**config.mk**
```make
export PLATFORM = sky130hd
export DESIGN_NAME = yuv422_word_packer_flat
export DESIGN_NICKNAME = d
export VERILOG_FILES = /design/src/rtl/cte_pkg.sv /design/src/rtl/yuv422_word_packer_if.sv /design/src/rtl/cte_sync_fifo.sv /design/src/rtl/yuv422_word_packer.sv /design/src/flat_wrapper.sv
export SDC_FILE = /design/constraint.sdc
export NUM_CORES = 1
export LEC_CHECK = 0
export BUFFER_PORTS_ARGS = -buffer_cell sky130_fd_sc_hd__buf_4
export CAP_MARGIN = 20
export CORE_UTILIZATION = 61
export CTS_CLUSTER_DIAMETER = 120
export DETAILED_ROUTE_END_ITERATION = 7
export GPL_TIMING_DRIVEN = 1
export HOLD_SLACK_MARGIN = 0.06
export MAX_ROUTING_LAYER = met4
export PLACE_DENSITY = 0.83
export SLEW_MARGIN = 5
export SYNTH_ARGS = -nofsm -noshare
export SYNTH_HDL_FRONTEND = slang
export SYNTH_SLANG_ARGS = --single-unit
export TNS_END_PERCENT = 10
```
**constraint.sdc**
```tcl
create_clock -name clk -period 7.05 [get_ports clk]
set_clock_uncertainty 0.2 [all_clocks]
set_input_delay 1.0575 -clock clk [delete_from_list [all_inputs] [get_ports clk]]
set_output_delay 1.0575 -clock clk [all_outputs]
set_load 0.1 [all_outputs]
```
**src/rtl/cte_pkg.sv**
```systemverilog
// Shared definitions for the colour-transform output path.
//   BW       : width of one transform-stage byte
//   WORD_BW  : width of one packed 4:2:2 macropixel word
//   phase_e  : byte position within a U,Y0,V,Y1 group
//   sat_inc8 : 8-bit increment that holds at 8'hFF
package cte_pkg;
  localparam int BW      = 8;
  localparam int WORD_BW = 32;

  typedef enum logic [1:0] {
    PH_U  = 2'd0,
    PH_Y0 = 2'd1,
    PH_V  = 2'd2,
    PH_Y1 = 2'd3
  } phase_e;

  function automatic logic [7:0] sat_inc8(input logic [7:0] v);
    return (v == 8'hFF) ? v : v + 8'd1;
  endfunction
endpackage

```
**src/rtl/yuv422_word_packer_if.sv**
```systemverilog
// Byte-in / word-out bundle of the 4:2:2 word packer.
//   in_valid, in_byte, phase_clr : byte stream from the transform stage
//   word_valid, word_ready, word_data : packed-word handshake to the frame writer
//   level, overflow, drop_cnt    : FIFO status
// slave = packer side, master = stimulus/consumer side.
interface yuv422_word_packer_if #(parameter int DEPTH = 8);
  import cte_pkg::*;
  localparam int AW = $clog2(DEPTH);

  logic               in_valid;
  logic [BW-1:0]      in_byte;
  logic               phase_clr;
  logic               word_valid;
  logic               word_ready;
  logic [WORD_BW-1:0] word_data;
  logic [AW:0]        level;
  logic               overflow;
  logic [7:0]         drop_cnt;

  modport slave (
    input  in_valid, in_byte, phase_clr, word_ready,
    output word_valid, word_data, level, overflow, drop_cnt
  );

  modport master (
    output in_valid, in_byte, phase_clr, word_ready,
    input  word_valid, word_data, level, overflow, drop_cnt
  );
endinterface

```
**src/rtl/cte_sync_fifo.sv**
```systemverilog
// Single-clock FIFO with AW+1 bit wrapping pointers.
//   clk, reset : clock, asynchronous active-high reset of pointers
//   i_push/i_data : write request; accepted when not full or when a pop
//                   happens on the same edge
//   i_pop      : read request; ignored when empty
//   o_data     : head entry, combinational; zero when empty
//   o_full, o_empty, o_level : occupancy status
module cte_sync_fifo #(
  parameter int  DEPTH = 8,
  parameter int  WIDTH = 32,
  localparam int AW    = $clog2(DEPTH)
) (
  input  logic             clk,
  input  logic             reset,
  input  logic             i_push,
  input  logic [WIDTH-1:0] i_data,
  input  logic             i_pop,
  output logic [WIDTH-1:0] o_data,
  output logic             o_full,
  output logic             o_empty,
  output logic [AW:0]      o_level
);
  logic [WIDTH-1:0] r_mem [DEPTH];
  logic [AW:0]      r_wr_ptr;
  logic [AW:0]      r_rd_ptr;
  logic             w_do_pop;
  logic             w_do_push;

  assign o_empty = (r_wr_ptr == r_rd_ptr);
  assign o_full  = (r_wr_ptr[AW] != r_rd_ptr[AW]) &&
                   (r_wr_ptr[AW-1:0] == r_rd_ptr[AW-1:0]);
  assign o_level = r_wr_ptr - r_rd_ptr;

  // No bypass: a push into an empty FIFO is only visible the next cycle.
  assign w_do_pop  = i_pop & ~o_empty;
  assign w_do_push = i_push & (~o_full | w_do_pop);

  always_ff @(posedge clk or posedge reset) begin
    if (reset) begin
      r_wr_ptr <= '0;
      r_rd_ptr <= '0;
    end else begin
      if (w_do_push) r_wr_ptr <= r_wr_ptr + 1'b1;
      if (w_do_pop)  r_rd_ptr <= r_rd_ptr + 1'b1;
    end
  end

  // Storage is never read while the FIFO is empty, so it needs no reset.
  always_ff @(posedge clk) begin
    if (w_do_push) r_mem[r_wr_ptr[AW-1:0]] <= i_data;
  end

  assign o_data = o_empty ? '0 : r_mem[r_rd_ptr[AW-1:0]];
endmodule

```
**src/rtl/yuv422_word_packer.sv**
```systemverilog
// Packs the transform-stage byte stream (U0,Y0,V0,Y1) into 32-bit 4:2:2
// words {U,Y0,V,Y1} and buffers them for the frame writer.
//   clk, reset : clock, asynchronous active-high reset of all state
//   bus        : yuv422_word_packer_if.slave (byte input, word handshake,
//                level / overflow / drop_cnt status)
// Optional feature: define YUV422_PACK_DROP_CNT_EN to build a saturating
// dropped-word counter on drop_cnt; otherwise drop_cnt is tied to zero.
module yuv422_word_packer
  import cte_pkg::*;
#(
  parameter int DEPTH = 8
) (
  input  logic                  clk,
  input  logic                  reset,
  yuv422_word_packer_if.slave   bus
);
  localparam int AW = $clog2(DEPTH);

  phase_e             r_phase, w_phase_nxt;
  logic [BW-1:0]      r_slot0, r_slot1, r_slot2;
  logic [BW-1:0]      w_slot0_nxt, w_slot1_nxt, w_slot2_nxt;
  logic               w_push;
  logic [WORD_BW-1:0] w_word;
  logic               w_full;
  logic               w_empty;
  logic               w_drop;
  logic [AW:0]        w_level;
  logic               r_overflow;

  always_ff @(posedge clk or posedge reset) begin
    if (reset) begin
      r_phase <= PH_U;
      r_slot0 <= '0;
      r_slot1 <= '0;
      r_slot2 <= '0;
    end else begin
      r_phase <= w_phase_nxt;
      r_slot0 <= w_slot0_nxt;
      r_slot1 <= w_slot1_nxt;
      r_slot2 <= w_slot2_nxt;
    end
  end

  always_comb begin
    w_phase_nxt = r_phase;
    w_slot0_nxt = r_slot0;
    w_slot1_nxt = r_slot1;
    w_slot2_nxt = r_slot2;
    w_push      = 1'b0;
    w_word      = {r_slot0, r_slot1, r_slot2, bus.in_byte};
    if (bus.phase_clr) begin
      // Re-align: discard the partial group; a coincident byte starts a new one.
      w_phase_nxt = PH_U;
      w_slot0_nxt = '0;
      w_slot1_nxt = '0;
      w_slot2_nxt = '0;
      if (bus.in_valid) begin
        w_slot0_nxt = bus.in_byte;
        w_phase_nxt = PH_Y0;
      end
    end else if (bus.in_valid) begin
      case (r_phase)
        PH_U:    begin w_slot0_nxt = bus.in_byte; w_phase_nxt = PH_Y0; end
        PH_Y0:   begin w_slot1_nxt = bus.in_byte; w_phase_nxt = PH_V;  end
        PH_V:    begin w_slot2_nxt = bus.in_byte; w_phase_nxt = PH_Y1; end
        default: begin w_push      = 1'b1;        w_phase_nxt = PH_U;  end
      endcase
    end
  end

  cte_sync_fifo #(
    .DEPTH (DEPTH),
    .WIDTH (WORD_BW)
  ) u_fifo (
    .clk     (clk),
    .reset   (reset),
    .i_push  (w_push),
    .i_data  (w_word),
    .i_pop   (bus.word_ready),
    .o_data  (bus.word_data),
    .o_full  (w_full),
    .o_empty (w_empty),
    .o_level (w_level)
  );

  // A full FIFO is never empty, so word_ready alone means a pop frees a slot.
  assign w_drop = w_push & w_full & ~bus.word_ready;

  always_ff @(posedge clk or posedge reset) begin
    if (reset)       r_overflow <= 1'b0;
    else if (w_drop) r_overflow <= 1'b1;
  end

`ifdef YUV422_PACK_DROP_CNT_EN
  logic [7:0] r_drop_cnt;
  always_ff @(posedge clk or posedge reset) begin
    if (reset)       r_drop_cnt <= '0;
    else if (w_drop) r_drop_cnt <= sat_inc8(r_drop_cnt);
  end
  assign bus.drop_cnt = r_drop_cnt;
`else
  assign bus.drop_cnt = 8'h00;
`endif

  assign bus.word_valid = ~w_empty;
  assign bus.level      = w_level;
  assign bus.overflow   = r_overflow;
endmodule

```
**src/flat_wrapper.sv**
```systemverilog
// flat-port wrapper written by rule: the top's interface ports become plain ports
module yuv422_word_packer_flat import cte_pkg::*;
#(
  parameter int DEPTH = 8
)
  (clk, reset, bus_in_valid, bus_in_byte, bus_phase_clr, bus_word_ready, bus_word_valid, bus_word_data, bus_level, bus_overflow, bus_drop_cnt);
  yuv422_word_packer_if #(.DEPTH(DEPTH)) bus_i ();
  input  logic clk;
  input  logic reset;
  input wire logic [$bits(bus_i.in_valid)-1:0] bus_in_valid;
  input wire logic [$bits(bus_i.in_byte)-1:0] bus_in_byte;
  input wire logic [$bits(bus_i.phase_clr)-1:0] bus_phase_clr;
  input wire logic [$bits(bus_i.word_ready)-1:0] bus_word_ready;
  output wire logic [$bits(bus_i.word_valid)-1:0] bus_word_valid;
  output wire logic [$bits(bus_i.word_data)-1:0] bus_word_data;
  output wire logic [$bits(bus_i.level)-1:0] bus_level;
  output wire logic [$bits(bus_i.overflow)-1:0] bus_overflow;
  output wire logic [$bits(bus_i.drop_cnt)-1:0] bus_drop_cnt;
  assign bus_i.in_valid = bus_in_valid;
  assign bus_i.in_byte = bus_in_byte;
  assign bus_i.phase_clr = bus_phase_clr;
  assign bus_i.word_ready = bus_word_ready;
  assign bus_word_valid = bus_i.word_valid;
  assign bus_word_data = bus_i.word_data;
  assign bus_level = bus_i.level;
  assign bus_overflow = bus_i.overflow;
  assign bus_drop_cnt = bus_i.drop_cnt;
  yuv422_word_packer #(.DEPTH(DEPTH)) u_core (.clk(clk), .reset(reset), .bus(bus_i));
endmodule
```
After elaboration in Yosys (flattened, before gate mapping) --
Memories as Yosys holds them, arrays and structs flattened. Index checks and enable logic that the tools add are counted.
Cells by class: equal/unequal tests 5, multiply operators 0, reductions and logical operators 10, add/subtract/negate cells 3, order comparisons 0, divide/modulo/power cells 0, bitwise logic cells 8, shift-type cells 0, multiplexer cells 20
Operators by type and width (number):
- 8-bit 2-to-1 mux | 10
- 32-bit 2-to-1 mux | 1
- 4-bit by 1-bit adder with 4-bit output, second input constant | 2
- 2-bit nonzero test | 4
- 1-bit 2-to-1 mux | 6
- 2-bit case mux with 3 select lines | 1
- 2-bit AND reduction | 3
- 1-bit bitwise AND | 4
- 4-bit equality test | 1
- 2-bit 2-to-1 mux | 2
- 4-bit subtractor | 1
- 3-bit equality test | 1
- 1-bit inverter | 3
- 3-bit OR reduction | 1
- 2-bit by 1-bit equality test with 1-bit output, second input constant | 1
- 2-bit equality test, second input constant | 1
- 2-bit zero test | 1
- 1-bit logical AND | 1
- 1-bit != test | 1
- 1-bit OR | 1
Storage, ports and cells: output and inout port bits 46, latch bits 0, flip-flop bits (word level) 35, memories kept 1, RAM bits 256, ROM bits 0, word-level logic and storage cells 54
Memory list:
- u_core.u_fifo.r_mem | depth 8, bits a word 32, rd ports 1, clocked after Yosys merged registers in 0, wr ports 1, line cte_sync_fifo.sv:23 | logic [WIDTH-1:0] r_mem [DEPTH];

Longest topological paths before layout --
depth after elaboration 8, gate-level depth with buffers 10

Cells and area by module --
From an unflattened synthesis, not the netlist that was laid out.
Unflattened totals: cell total of the unflattened synthesis 552, area total of the unflattened synthesis 11576.1 µm²
By module, submodules not included:
- cte_sync_fifo | cells each 433, area an instance 10159.7 µm², instances 1
- yuv422_word_packer | cells each 119, area an instance 1416.4 µm², instances 1

Least setup slack after synthesis --
No wires, ideal clock.
path kind input-to-reg, from input bus_phase_clr, to memory u_core.u_fifo.r_mem[0][0] (enable), data required time 6.349 ns, arrival 4.488 ns, path slack 1.861 ns, setup time 0.501 ns, stages 3, cells stage by stage and3b_1 o31ai_2 nor4_1
On the way: cells in the longest elaborated chain, start to end 4
Ends and longest elaborated chain:
- from (decl) | line flat_wrapper.sv:12 | input wire logic [$bits(bus_i.phase_clr)-1:0] bus_phase_clr;
- 1-bit 2-to-1 mux | line yuv422_word_packer.sv:51 | if (bus.phase_clr) begin
- 1-bit bitwise AND | line cte_sync_fifo.sv:36 | assign w_do_push = i_push & (~o_full | w_do_pop);
- 1-bit 2-to-1 mux | line cte_sync_fifo.sv:50 | if (w_do_push) r_mem[r_wr_ptr[AW-1:0]] <= i_data;
- 1-bit 2-to-1 mux (implied by the code) | line cte_sync_fifo.sv:50
- to (decl) | line cte_sync_fifo.sv:23
No other way between the ends.

Worst setup path in the final report --
from register u_core.u_fifo.r_rd_ptr[0], to output bus_word_data[31]
On the way: cells in the longest elaborated chain, start to end 2, elaborated cells on any way between the ends 3
Ends and longest elaborated chain:
- from (decl) | line cte_sync_fifo.sv:25 | logic [AW:0] r_rd_ptr;
- from (signal assigned) | line cte_sync_fifo.sv:44 | if (w_do_pop) r_rd_ptr <= r_rd_ptr + 1'b1;
- memory 8 x 32 bit / 4-bit equality test (equally long branches)
- 32-bit 2-to-1 mux * | line cte_sync_fifo.sv:53 | assign o_data = o_empty ? '0 : r_mem[r_rd_ptr[AW-1:0]];
- to (decl) | line flat_wrapper.sv:15 | output wire logic [$bits(bus_i.word_data)-1:0] bus_word_data;
Every way passes the cells marked *; elsewhere a longest branch is shown, timed or not.

==> flow_metrics.py <==
metrics = {
    "run_status": {
        "outcome": "finished, violations left",
        "violations": "DRC",
    },
    "timing": {
        "timing.final.crit_share": 0.6384,
        "finalCriticalPeriod_ps": 4501,
        "tightest_slew_ps": 1004,
        "fin_setup_tns_ps": 0,
        "slew_headroom": 0.3306,
        "hold_viol_final": 0,
        "grt_setup_unrepaired": "no",
        "slew_violations": 0,
        "setup_viol": 0,
        "max_freq_mhz": 222.2,
    },
    "logic_synthesis": {
        "synth.area.top_cells": "edfxtp_1 (68%), mux4_2 (13%), dfrtp_1 (7.7%)",
        "synth.yosys.warnings": 0,
        "synth_top_flop_cell": "edfxtp_1",
        "ys_seq_elements": 291,
        "synth_top_area_frac": 0.6773,
        "synth-seq-area-share": 0.7545,
        "synth_top_family_by_area": "multiplexers",
        "synthMuxAreaShare": 0.1289,
        "ys_types": 36,
        "syn_avg_cell_area_um2": 20.64,
        "ys_async_sr_fraction": 0.1203,
        "synth_top_area_cell": "edfxtp_1",
        "yosys.area_share.adder": 0.01169,
        "synthSimpleGateAreaFrac": 0.02514,
        "netlist_instances": 550,
        "synth.most_common_cell": "edfxtp_1",
        "synth_edf_count": 256,
        "synth-xor-area-share": 0.007717,
        "synthTopCellsByCount": "edfxtp_1 (256), mux4_2 (64), a22o_1 (40), dfrtp_1 (35), nand2_1 (23)",
        "synth_area_mm2": 0.01135,
        "synth_compound_area_frac": 0.04487,
    },
    "critical_path": {
        "r2r-start": "u_core.u_fifo.r_rd_ptr[0]",
        "crit_fanout": 40,
        "crit_required_ps": 5790,
        "setup.worst_path.start": "u_core.u_fifo.r_rd_ptr[0]",
        "endpoint_kind": "primary output",
        "cp-start-kind": "register",
        "worstSetupPathType": "register to primary output",
        "cp.arrival_ps": 3240,
    },
    "detailed_routing": {
        "drcViolationCount": 8,
        "vias_per_cell": 6.469,
        "drt_iter0_drc": 431,
        "wl_um": 22230,
        "drt_first_pass_iters": 7,
        "antenna_left": 0,
        "vias": 5589,
        "wl_per_cell_um": 25.72,
    },
    "clocking": {
        "clkTransAtPathRegs_ps": 60,
        "clock_latency_ps": 530,
        "post_cts_buffers": 0,
        "numCtsBuffers": 28,
        "cts_buffer_depth": 3,
        "cts_tree": "yes",
        "root_buffer": "clkbuf_16",
        "cts_resized": 0,
        "htreeDepth": 1,
        "cts_hold_buffers": 0,
        "cts_num_sinks": 291,
    },
    "die": {
        "dieWidth_um": 138.4,
        "coreArea_mm2": 0.01809,
        "num_rows": 49,
        "dieHeight_um": 138.4,
        "io_pins": 59,
        "start_util": 0.6275,
        "dieArea_mm2": 0.01916,
    },
    "place": {
        "place.gp.congestion": 0.7695,
        "io_buffers": 50,
        "dp_hpwl_um": 11690,
        "dp_cells": 810,
    },
    "grt": {
        "antenna_found_initial": 0,
        "gr-usage-all-layers": 0.2504,
        "first_global_vias": 6066,
        "grt_overflow": 0,
        "grt_first_pass_wirelength_um": 34910,
        "grt_max_degree": 69,
    },
    "layout": {
        "nets": 636,
        "fin_cells": 864,
        "drive_above_1_share": 0.2913,
        "syn2layout_area_growth_pct": 13.74,
        "fillers": 1023,
        "num_antenna_cells": 0,
    },
    "run": {
        "max-cap-violations": 0,
    },
    "hold_path": {
        "hold_start": "u_core.bus.overflow",
        "hold_class": "register to register",
    },
}
==> final timing paths <==
path                                         endpoint  slack [ps]  cells past startpoint
max                                 bus_word_data[31]        2550                      4
min                               u_core.bus.overflow         260                      1
max reg2reg                u_core.u_fifo.r_mem[6][20]        4100                      6
min reg2reg                       u_core.bus.overflow         260                      1
max in group asynchronous   u_core.u_fifo.r_rd_ptr[0]        5820                      3
min in group asynchronous           u_core.r_slot0[7]         450                      3
==> flip-flops by register name (all words and copies together) (netlist names) <==
| signal | count |
|---|---|
| u_core.r_slot0 | 8 |
| u_core.r_slot1 | 8 |
| u_core.r_phase | 2 |
| u_core.u_fifo.r_rd_ptr | 4 |
| u_core.r_slot2 | 8 |
| u_core.u_fifo.r_mem | 256 |
| u_core.u_fifo.r_wr_ptr | 4 |
| u_core.bus.overflow | 1 |
==> cell usage in the layout, fill, tap and decap left out, types with 2 or more instances in the layout <==
cell / count
o21ai_0: 2
inv_1: 11
nand3_1: 18
and2_4: 2
nand2_1: 23
clkinv_2: 5
o31ai_1: 2
edfxtp_1: 256
a21oi_1: 18
nor2_4: 2
nor2_1: 2
mux4_2: 64
bufinv_16: 4
clkbuf_16: 30
buf_4: 60
clkbuf_1: 7
a22o_1: 40
clkbuf_8: 2
a21o_1: 2
ha_1: 9
buf_12: 2
conb_1: 8
nor3_2: 4
xor2_1: 2
clkinv_1: 2
xnor2_1: 8
dfrtp_1: 33
==> worst max-delay path: stages, from the launching register on <==
cell and delay, ps:
dfrtp_4 800, buf_4 760, mux4_2 590, a22o_1 290
buf_4 250
==> layout make-up <==
cell class                 instances  area (um^2)  share of cell area
inverter                          11        41.29            0.003199
clock buffer                      39        804.5             0.06232
multi-input combinational        219         2549              0.1974
sequential                       291         8568              0.6638
timing repair buffer              62        490.5             0.03800
clock inverter                    13        168.9             0.01309
tap                              229        286.5             0.02220
==> metal layers <==
layer	global-route usage	wire length, um	up-vias
li1	-	-	2353
met1	0.3266	9126	2989
met2	0.4162	11530	210
met3	0.03776	1177	37
met4	0.07096	394	0
met5	-	0	-
==> kinds of logic (layout without fill, tap and decap cells) <==
family / Yosys count / in the layout
buf+inv: 47 / 125
simple gates: 58 / 58
mux: 66 / 66
xor+xnor: 10 / 10
compound gates: 67 / 67
fa+ha+maj: 10 / 10
flops: 291 / 291
other cells: 1 / 8
==> per-stage QoR <==
step | area, um^2 | hold WS (ps) | setup slack (ps) | util
2_1_floorplan | 11380 | 286.5 | 1861 | -
3_3_place_gp | 11900 | 246.5 | 3069 | 0.6577
3_5_place_dp | 11900 | 257.6 | 3045 | 0.6577
4_1_cts | 12870 | 273.3 | 2466 | 0.7115
5_1_grt | 12910 | 307.6 | 2328 | 0.7137
6_report | 12910 | 264.1 | 2549 | 0.7137
Power is left out: the tool's default activity adds up to more than one toggle a clock period on the data nets, which glitch-free logic cannot reach.
